===== config.mk =====
export PLATFORM = sky130hd
export DESIGN_NAME = hero_write_rx_flat
export DESIGN_NICKNAME = d
export VERILOG_FILES = /design/src/rtl/hero_write_rx_if.sv /design/src/rtl/hero_write_rx.sv /design/src/flat_wrapper.sv
export SDC_FILE = /design/constraint.sdc
export NUM_CORES = 1
export LEC_CHECK = 0
export BUFFER_PORTS_ARGS = -buffer_cell sky130_fd_sc_hd__buf_2
export CORE_MARGIN = 2
export CORE_UTILIZATION = 40
export DETAILED_ROUTE_END_ITERATION = 8
export GPL_ROUTABILITY_DRIVEN = 1
export SYNTH_ARGS = -nofsm -noshare
export SYNTH_HDL_FRONTEND = slang
export SYNTH_SLANG_ARGS = --single-unit
export TNS_END_PERCENT = 100

===== constraint.sdc =====
create_clock -name clk -period 6.6 [get_ports clk]
set_clock_uncertainty 0.2 [all_clocks]
set_input_delay 0.33 -clock clk [delete_from_list [all_inputs] [get_ports clk]]
set_output_delay 0.33 -clock clk [all_outputs]
set_load 0.1 [all_outputs]

===== src/rtl/hero_write_rx_if.sv =====
// Bus-side and downstream-side bundles for the hero write receiver.
// hero_bus_if carries one beat per cycle with no backpressure; hero_beat_if is a valid/ready stream.
interface hero_bus_if #(
  parameter int HERO_WIDTH = 36,
  parameter int SUB_W      = 7
);
  logic [1:0]            hw_cycle_type;
  logic [HERO_WIDTH-1:0] hw_wdat;
  logic [SUB_W-1:0]      hw_sub;
  logic                  hw_clk_en;

  modport master (output hw_cycle_type, hw_wdat, hw_sub, hw_clk_en);
  modport slave  (input  hw_cycle_type, hw_wdat, hw_sub, hw_clk_en);
endinterface

interface hero_beat_if #(
  parameter int HERO_WIDTH = 36,
  parameter int SUB_W      = 7,
  parameter int IDX_W      = 2
);
  logic                  out_valid;
  logic                  out_ready;
  logic [HERO_WIDTH-1:0] out_wdat;
  logic [SUB_W-1:0]      out_sub;
  logic                  out_last;
  logic                  out_err;
  logic [IDX_W-1:0]      out_beat_idx;

  modport master (output out_valid, out_wdat, out_sub, out_last, out_err, out_beat_idx,
                  input  out_ready);
  modport slave  (input  out_valid, out_wdat, out_sub, out_last, out_err, out_beat_idx,
                  output out_ready);
endinterface


===== src/rtl/hero_write_rx.sv =====
// Frames hero write bus beats into transactions, admits whole transactions into a
// first-word-fall-through beat FIFO and tracks delivery/drop/error status.
module hero_write_rx #(
  parameter int DEPTH      = 16,
  parameter int MAX_BEATS  = 4,
  parameter int CNT_W      = 16,
  parameter int HERO_WIDTH = 36,
  parameter int SUB_W      = 7
) (
  input  logic             clk,
  input  logic             rst,
  hero_bus_if.slave        hw_bus,
  hero_beat_if.master      out_bus,
  input  logic             stat_clr,
  output logic [CNT_W-1:0] txn_cnt,
  output logic [CNT_W-1:0] drop_cnt,
  output logic             err_len,
  output logic             err_proto
);
  localparam int IDX_W = (MAX_BEATS > 1) ? $clog2(MAX_BEATS) : 1;
  localparam int AW    = $clog2(DEPTH);

  typedef enum logic [1:0] {CT_IDLE = 2'd0, CT_VALID = 2'd1, CT_DONE = 2'd2, CT_RSVD = 2'd3} cycle_type_e;
  typedef enum logic [1:0] {S_IDLE, S_ACTIVE, S_DISCARD} state_e;

  typedef struct packed {
    logic [HERO_WIDTH-1:0] wdat;
    logic [SUB_W-1:0]      sub;
    logic                  last;
    logic                  err;
    logic [IDX_W-1:0]      idx;
  } beat_t;

  cycle_type_e ct;
  logic        beat_ok, is_done, proto_hit;

  assign ct        = cycle_type_e'(hw_bus.hw_cycle_type);
  assign beat_ok   = hw_bus.hw_clk_en && (ct == CT_VALID || ct == CT_DONE);
  assign is_done   = (ct == CT_DONE);
  assign proto_hit = hw_bus.hw_clk_en && (ct == CT_RSVD);

  // ---------------- FIFO state ----------------
  beat_t          mem [DEPTH];
  logic [AW-1:0]  wr_ptr_q, wr_ptr_d, rd_ptr_q, rd_ptr_d;
  logic [AW:0]    occ_q, occ_d, free;
  logic           push, pop, can_admit;
  beat_t          push_beat, head;

  // Admission reserves a whole transaction's worth of space against registered occupancy.
  assign free      = (AW+1)'(DEPTH) - occ_q;
  assign can_admit = free >= (AW+1)'(MAX_BEATS);

  // ---------------- framing FSM ----------------
  state_e           state_q, state_d;
  logic [IDX_W-1:0] idx_q, idx_d, next_idx;
  logic             txn_inc, drop_inc, len_set;

  assign next_idx = idx_q + 1'b1;

  always_comb begin
    // NOTE: every signal gets a default before the case, so no path can infer a latch.
    state_d   = state_q;
    idx_d     = idx_q;
    push      = 1'b0;
    push_beat = '{wdat: hw_bus.hw_wdat, sub: hw_bus.hw_sub, last: 1'b0, err: 1'b0, idx: '0};
    txn_inc   = 1'b0;
    drop_inc  = 1'b0;
    len_set   = 1'b0;
    unique case (state_q)
      S_IDLE: if (beat_ok) begin
        if (can_admit) begin
          push = 1'b1;
          if (is_done) begin
            push_beat.last = 1'b1;
            txn_inc        = 1'b1;
          end else begin
            idx_d   = '0;
            state_d = S_ACTIVE;
          end
        end else begin
          drop_inc = 1'b1;
          if (!is_done) state_d = S_DISCARD;
        end
      end
      S_ACTIVE: if (beat_ok) begin
        push          = 1'b1;
        push_beat.idx = next_idx;
        if (is_done) begin
          push_beat.last = 1'b1;
          txn_inc        = 1'b1;
          state_d        = S_IDLE;
        end else if (next_idx == IDX_W'(MAX_BEATS - 1)) begin
          // Beat MAX_BEATS without DONE: close it off as truncated, swallow the rest.
          push_beat.last = 1'b1;
          push_beat.err  = 1'b1;
          len_set        = 1'b1;
          txn_inc        = 1'b1;
          state_d        = S_DISCARD;
        end else begin
          idx_d = next_idx;
        end
      end
      S_DISCARD: if (beat_ok && is_done) state_d = S_IDLE;
      default: state_d = S_IDLE;
    endcase
  end

  // ---------------- FIFO datapath ----------------
  assign out_bus.out_valid = (occ_q != '0);
  assign pop               = out_bus.out_valid && out_bus.out_ready;
  assign head              = mem[rd_ptr_q];

  assign out_bus.out_wdat     = out_bus.out_valid ? head.wdat : '0;
  assign out_bus.out_sub      = out_bus.out_valid ? head.sub  : '0;
  assign out_bus.out_last     = out_bus.out_valid && head.last;
  assign out_bus.out_err      = out_bus.out_valid && head.err;
  assign out_bus.out_beat_idx = out_bus.out_valid ? head.idx  : '0;

  always_comb begin
    wr_ptr_d = push ? wr_ptr_q + 1'b1 : wr_ptr_q;
    rd_ptr_d = pop  ? rd_ptr_q + 1'b1 : rd_ptr_q;
    occ_d    = occ_q;
    if (push && !pop)      occ_d = occ_q + 1'b1;
    else if (!push && pop) occ_d = occ_q - 1'b1;
  end

  // NOTE: storage has no reset; validity is carried entirely by the pointers and occupancy.
  always_ff @(posedge clk) begin
    if (push) mem[wr_ptr_q] <= push_beat;
  end

  // ---------------- status ----------------
  logic [CNT_W-1:0] txn_cnt_q, txn_cnt_d, drop_cnt_q, drop_cnt_d;
  logic             err_len_q, err_len_d, err_proto_q, err_proto_d;

  always_comb begin
    txn_cnt_d   = (txn_inc  && txn_cnt_q  != '1) ? txn_cnt_q  + 1'b1 : txn_cnt_q;
    drop_cnt_d  = (drop_inc && drop_cnt_q != '1) ? drop_cnt_q + 1'b1 : drop_cnt_q;
    err_len_d   = err_len_q   || len_set;
    err_proto_d = err_proto_q || proto_hit;
    if (stat_clr) begin
      txn_cnt_d   = '0;
      drop_cnt_d  = '0;
      err_len_d   = 1'b0;
      err_proto_d = 1'b0;
    end
  end

  // NOTE: all state updates use non-blocking assignment so every register samples pre-edge values.
  always_ff @(posedge clk or posedge rst) begin
    if (rst) begin
      state_q     <= S_IDLE;
      idx_q       <= '0;
      wr_ptr_q    <= '0;
      rd_ptr_q    <= '0;
      occ_q       <= '0;
      txn_cnt_q   <= '0;
      drop_cnt_q  <= '0;
      err_len_q   <= 1'b0;
      err_proto_q <= 1'b0;
    end else begin
      state_q     <= state_d;
      idx_q       <= idx_d;
      wr_ptr_q    <= wr_ptr_d;
      rd_ptr_q    <= rd_ptr_d;
      occ_q       <= occ_d;
      txn_cnt_q   <= txn_cnt_d;
      drop_cnt_q  <= drop_cnt_d;
      err_len_q   <= err_len_d;
      err_proto_q <= err_proto_d;
    end
  end

  assign txn_cnt   = txn_cnt_q;
  assign drop_cnt  = drop_cnt_q;
  assign err_len   = err_len_q;
  assign err_proto = err_proto_q;

endmodule


===== src/flat_wrapper.sv =====
// flat-port wrapper written by rule: the top's interface ports become plain ports
module hero_write_rx_flat 
#(
  parameter int DEPTH      = 16,
  parameter int MAX_BEATS  = 4,
  parameter int CNT_W      = 16,
  parameter int HERO_WIDTH = 36,
  parameter int SUB_W      = 7
)
  (clk, rst, stat_clr, txn_cnt, drop_cnt, err_len, err_proto, hw_bus_hw_cycle_type, hw_bus_hw_wdat, hw_bus_hw_sub, hw_bus_hw_clk_en, out_bus_out_valid, out_bus_out_wdat, out_bus_out_sub, out_bus_out_last, out_bus_out_err, out_bus_out_beat_idx, out_bus_out_ready);
  hero_bus_if #(.HERO_WIDTH(HERO_WIDTH), .SUB_W(SUB_W)) hw_bus_i ();
  hero_beat_if #(.HERO_WIDTH(HERO_WIDTH), .SUB_W(SUB_W)) out_bus_i ();
  input  logic clk;
  input  logic rst;
  input  logic stat_clr;
  output logic [CNT_W-1:0] txn_cnt;
  output logic [CNT_W-1:0] drop_cnt;
  output logic err_len;
  output logic err_proto;
  input wire logic [$bits(hw_bus_i.hw_cycle_type)-1:0] hw_bus_hw_cycle_type;
  input wire logic [$bits(hw_bus_i.hw_wdat)-1:0] hw_bus_hw_wdat;
  input wire logic [$bits(hw_bus_i.hw_sub)-1:0] hw_bus_hw_sub;
  input wire logic [$bits(hw_bus_i.hw_clk_en)-1:0] hw_bus_hw_clk_en;
  output wire logic [$bits(out_bus_i.out_valid)-1:0] out_bus_out_valid;
  output wire logic [$bits(out_bus_i.out_wdat)-1:0] out_bus_out_wdat;
  output wire logic [$bits(out_bus_i.out_sub)-1:0] out_bus_out_sub;
  output wire logic [$bits(out_bus_i.out_last)-1:0] out_bus_out_last;
  output wire logic [$bits(out_bus_i.out_err)-1:0] out_bus_out_err;
  output wire logic [$bits(out_bus_i.out_beat_idx)-1:0] out_bus_out_beat_idx;
  input wire logic [$bits(out_bus_i.out_ready)-1:0] out_bus_out_ready;
  assign hw_bus_i.hw_cycle_type = hw_bus_hw_cycle_type;
  assign hw_bus_i.hw_wdat = hw_bus_hw_wdat;
  assign hw_bus_i.hw_sub = hw_bus_hw_sub;
  assign hw_bus_i.hw_clk_en = hw_bus_hw_clk_en;
  assign out_bus_out_valid = out_bus_i.out_valid;
  assign out_bus_out_wdat = out_bus_i.out_wdat;
  assign out_bus_out_sub = out_bus_i.out_sub;
  assign out_bus_out_last = out_bus_i.out_last;
  assign out_bus_out_err = out_bus_i.out_err;
  assign out_bus_out_beat_idx = out_bus_i.out_beat_idx;
  assign out_bus_i.out_ready = out_bus_out_ready;
  hero_write_rx #(.DEPTH(DEPTH), .MAX_BEATS(MAX_BEATS), .CNT_W(CNT_W), .HERO_WIDTH(HERO_WIDTH), .SUB_W(SUB_W)) u_core (.clk(clk), .rst(rst), .hw_bus(hw_bus_i), .out_bus(out_bus_i), .stat_clr(stat_clr), .txn_cnt(txn_cnt), .drop_cnt(drop_cnt), .err_len(err_len), .err_proto(err_proto));
endmodule

==> metrics <==
share of cells above drive strength 1 between 20 and 30%; r2r startpoint u_core.occ_q[0]; WL final just over 70000 um; die width between 200 and 300 um; number of global-route vias before repair 16027; Flop pwr share 36.7%; largest net degree at the start of global routing 93; hold path startpoint stat_clr; sequential element share of the synthesized area around three quarters; commonest non-fill, non-tap cell in the layout edfxtp_1; max-cap violations 0; antenna violations before repair 2; final instance area ~37000 um^2; Antenna Nets Post-Route 0; Tot GR Track Use 17.4%; GR Util met2 28.2%; Rows between 100 and 150; Synthesis Warnings 0; most frequent cells in the layout edfxtp_1 (752), mux4_2 (188), buf_2 (131); CTS tree done; distinct cell type count after synthesis between 50 and 60; Total Power approximately 17 mW; # diodes 0; WS Path Type flip-flop to flip-flop; Worst-path clk slew about 0.060 ns; CP delay by family, top simple AND/OR/NAND/NOR gates; mean post-synth cell area roughly 21 um^2; RSZ-0062 raised after global routing no; Setup TNS Final 0 ns; core area ~77000 um^2; kind of start point of the critical path flip-flop; CTS buffer count 84; post-CTS sizing 0; Buf/Inv on CP 2; leak pwr between 10 and 15 nW; 1st-pass router iterations 5; flops & latches, synth 803; Final nets roughly 1800; synthesized area between 30000 and 40000 um^2; dpl cell area around 33000 um^2; Inst Count DP approximately 2600; DR vias/cell approximately 5.5; Comb pwr share 36.6%; Non-Filler Instances roughly 2800; GRT met3 Usage 2.99%; Sw Share 39.1%; Worst Path Required 6.67 ns; Worst Path Arrival between 4 and 5 ns; most crowded layer after global routing met2; max incr delay on CP ~0.7 ns; Psw between 6 and 7 mW; final hold violations 0; CP Launch Point u_core.occ_q[0]; EDFF count, synth approximately 750; I/O Pins around 130; critical path fanouts, max 29; status finished clean; Power Dens Cells ~460 nW/um^2; Max Slew Vio Count 0; latest clock arrival within the worst-skew pair between 0.6 and 0.7 ns; DIE HEIGHT ~280 um; Clk pwr share approximately a quarter; die area slightly above 80000 um^2; met1 Track Usage GR roughly a quarter; Worst path slowest cell or4_1; remaining global-route overflow 0; DP Wirelength 41300 um; average wire per standard cell between 20 and 30 um; Hold Path Class input pin to flip-flop; CTS root buffer clkbuf_16; peak supply drop ~0.00038 V; H-tree depth 3; async set-reset flop share out of synthesis under 10%; time the worst path needs with I/O delays and setup roughly 4.7 ns; Buffers on Ports roughly 130; Slew headroom 23.3%; Setup crit end kind flip-flop; Post-synth top flop edfxtp_1; Worst Tran Pin Value 1.15 ns; fmax 0.211 GHz; vias roughly 15000; Final Util about 47%; Mapped Nets approximately 1500; routability cong. 0.793; Cells after Synth roughly 1500; first-pass GRT wire length roughly 100000 um; internal power 10.3 mW; Clock Sink Count 803; chain of cells forming the critical path or4_1 -> inv_1 -> ha_1 -> nand2b_1 -> a21oi_2 -> nor2_1 -> nand2_1 -> nor2_4 -> buf_4; area grow syn2layout 16.6%; drc violations 0; endpoints failing setup 0; starting utilization of the core area around two fifths; clk buf depth 3; 1st-iter DRT viols approximately 1200; Tcrit/Tclk final between 70% and 80%
metal layers:
metal,wire length [um],up-vias
li1,-,6582
met2,34400,536
met1,30100,8163
met3,4330,108
met4,1610,0
met5,0,-
path summary, 6_finish.rpt:
kind,endpoint,slack (ns),depth (start not counted)
setup / recovery,u_core.mem[15][1],1.87,9
hold / removal,u_core.txn_cnt[10],0.05,2
setup reg to reg,u_core.mem[15][1],1.87,9
hold reg to reg,u_core.state_q[0],0.32,1
max in group asynchronous,u_core.rd_ptr_q[0],5.39,4
min in group asynchronous,u_core.drop_cnt[4],0.25,4
timing repair:
action,4_1_cts,5_1_grt
hold endpoints to repair,745,0
endpoints found under the setup margin,0,0
hold buffers,47,0
buffers inserted,0,0
layout make-up:
class | instances | area, um^2
clock buffer | 102 | 2170
inverter | 15 | 56.3
multi-input combinational | 579 | 7240
sequential | 803 | 23900
timing repair buffer | 215 | 1450
fill | 6461 | 40900
tap | 1040 | 1300
clock inverter | 52 | 482
power groups by stage:
| stage | Combinational [mW] | Clock (mW) | Sequential (mW) |
|---|---|---|---|
| floorplan | 4.96 | 0 | 6.08 |
| global route | 6.46 | 4.80 | 6.22 |
| CTS | 6.26 | 4.60 | 6.19 |
| global placement | 6.20 | 0 | 6.28 |
| finish | 6.18 | 4.50 | 6.18 |
| detailed placement | 6.22 | 0 | 6.29 |
cell usage after synthesis (5+ instances only):
cell type / count / share of area [%]
o22ai_1: 47 / 0.94
inv_1: 15 / 0.18
dfrtp_1: 51 / 4.1
a21oi_1: 18 / 0.29
nor3_1: 9 / 0.14
and4_1: 5 / 0.14
nand2_1: 23 / 0.28
nand4_1: 14 / 0.28
edfxtp_1: 752 / 72
buf_1: 15 / 0.18
buf_2: 20 / 0.32
nand3_1: 10 / 0.16
mux4_2: 188 / 14
o21ai_0: 16 / 0.26
xnor2_1: 13 / 0.36
or3_1: 9 / 0.18
mux2i_1: 97 / 3.1
clkbuf_1: 38 / 0.45
nor2_1: 44 / 0.53
ha_1: 15 / 0.60
xor2_1: 14 / 0.39
registers in the layout, indices dropped and copies added, names as in the netlist:
signal / cells
u_core.drop_cnt: 16
u_core.err_len: 1
u_core.err_proto: 1
u_core.idx_q: 2
u_core.mem: 752
u_core.occ_q: 5
u_core.rd_ptr_q: 4
u_core.state_q: 2
u_core.txn_cnt: 16
u_core.wr_ptr_q: 4
kinds of logic (layout without fill, tap and decap cells):
logic type | count (synthesis) | count (layout) | share of synthesized area (%)
compound gates | 100 | 100 | 2.03
xor+xnor | 27 | 27 | 0.754
fa+ha+maj | 16 | 16 | 0.662
buf+inv | 90 | 384 | 1.19
flops | 803 | 803 | 76.1
mux | 289 | 289 | 16.7
simple gates | 147 | 147 | 2.53
through the flow:
stage          hold WS (ns)  worst slack, ns
3_3_place_gp          0.276             1.94
5_1_grt              0.0575             1.65
3_5_place_dp          0.297             1.90
2_1_floorplan         0.229            0.462
6_report             0.0450             1.87
4_1_cts              0.0226             1.89
Note: power is estimated with default switching activity, not from simulation.
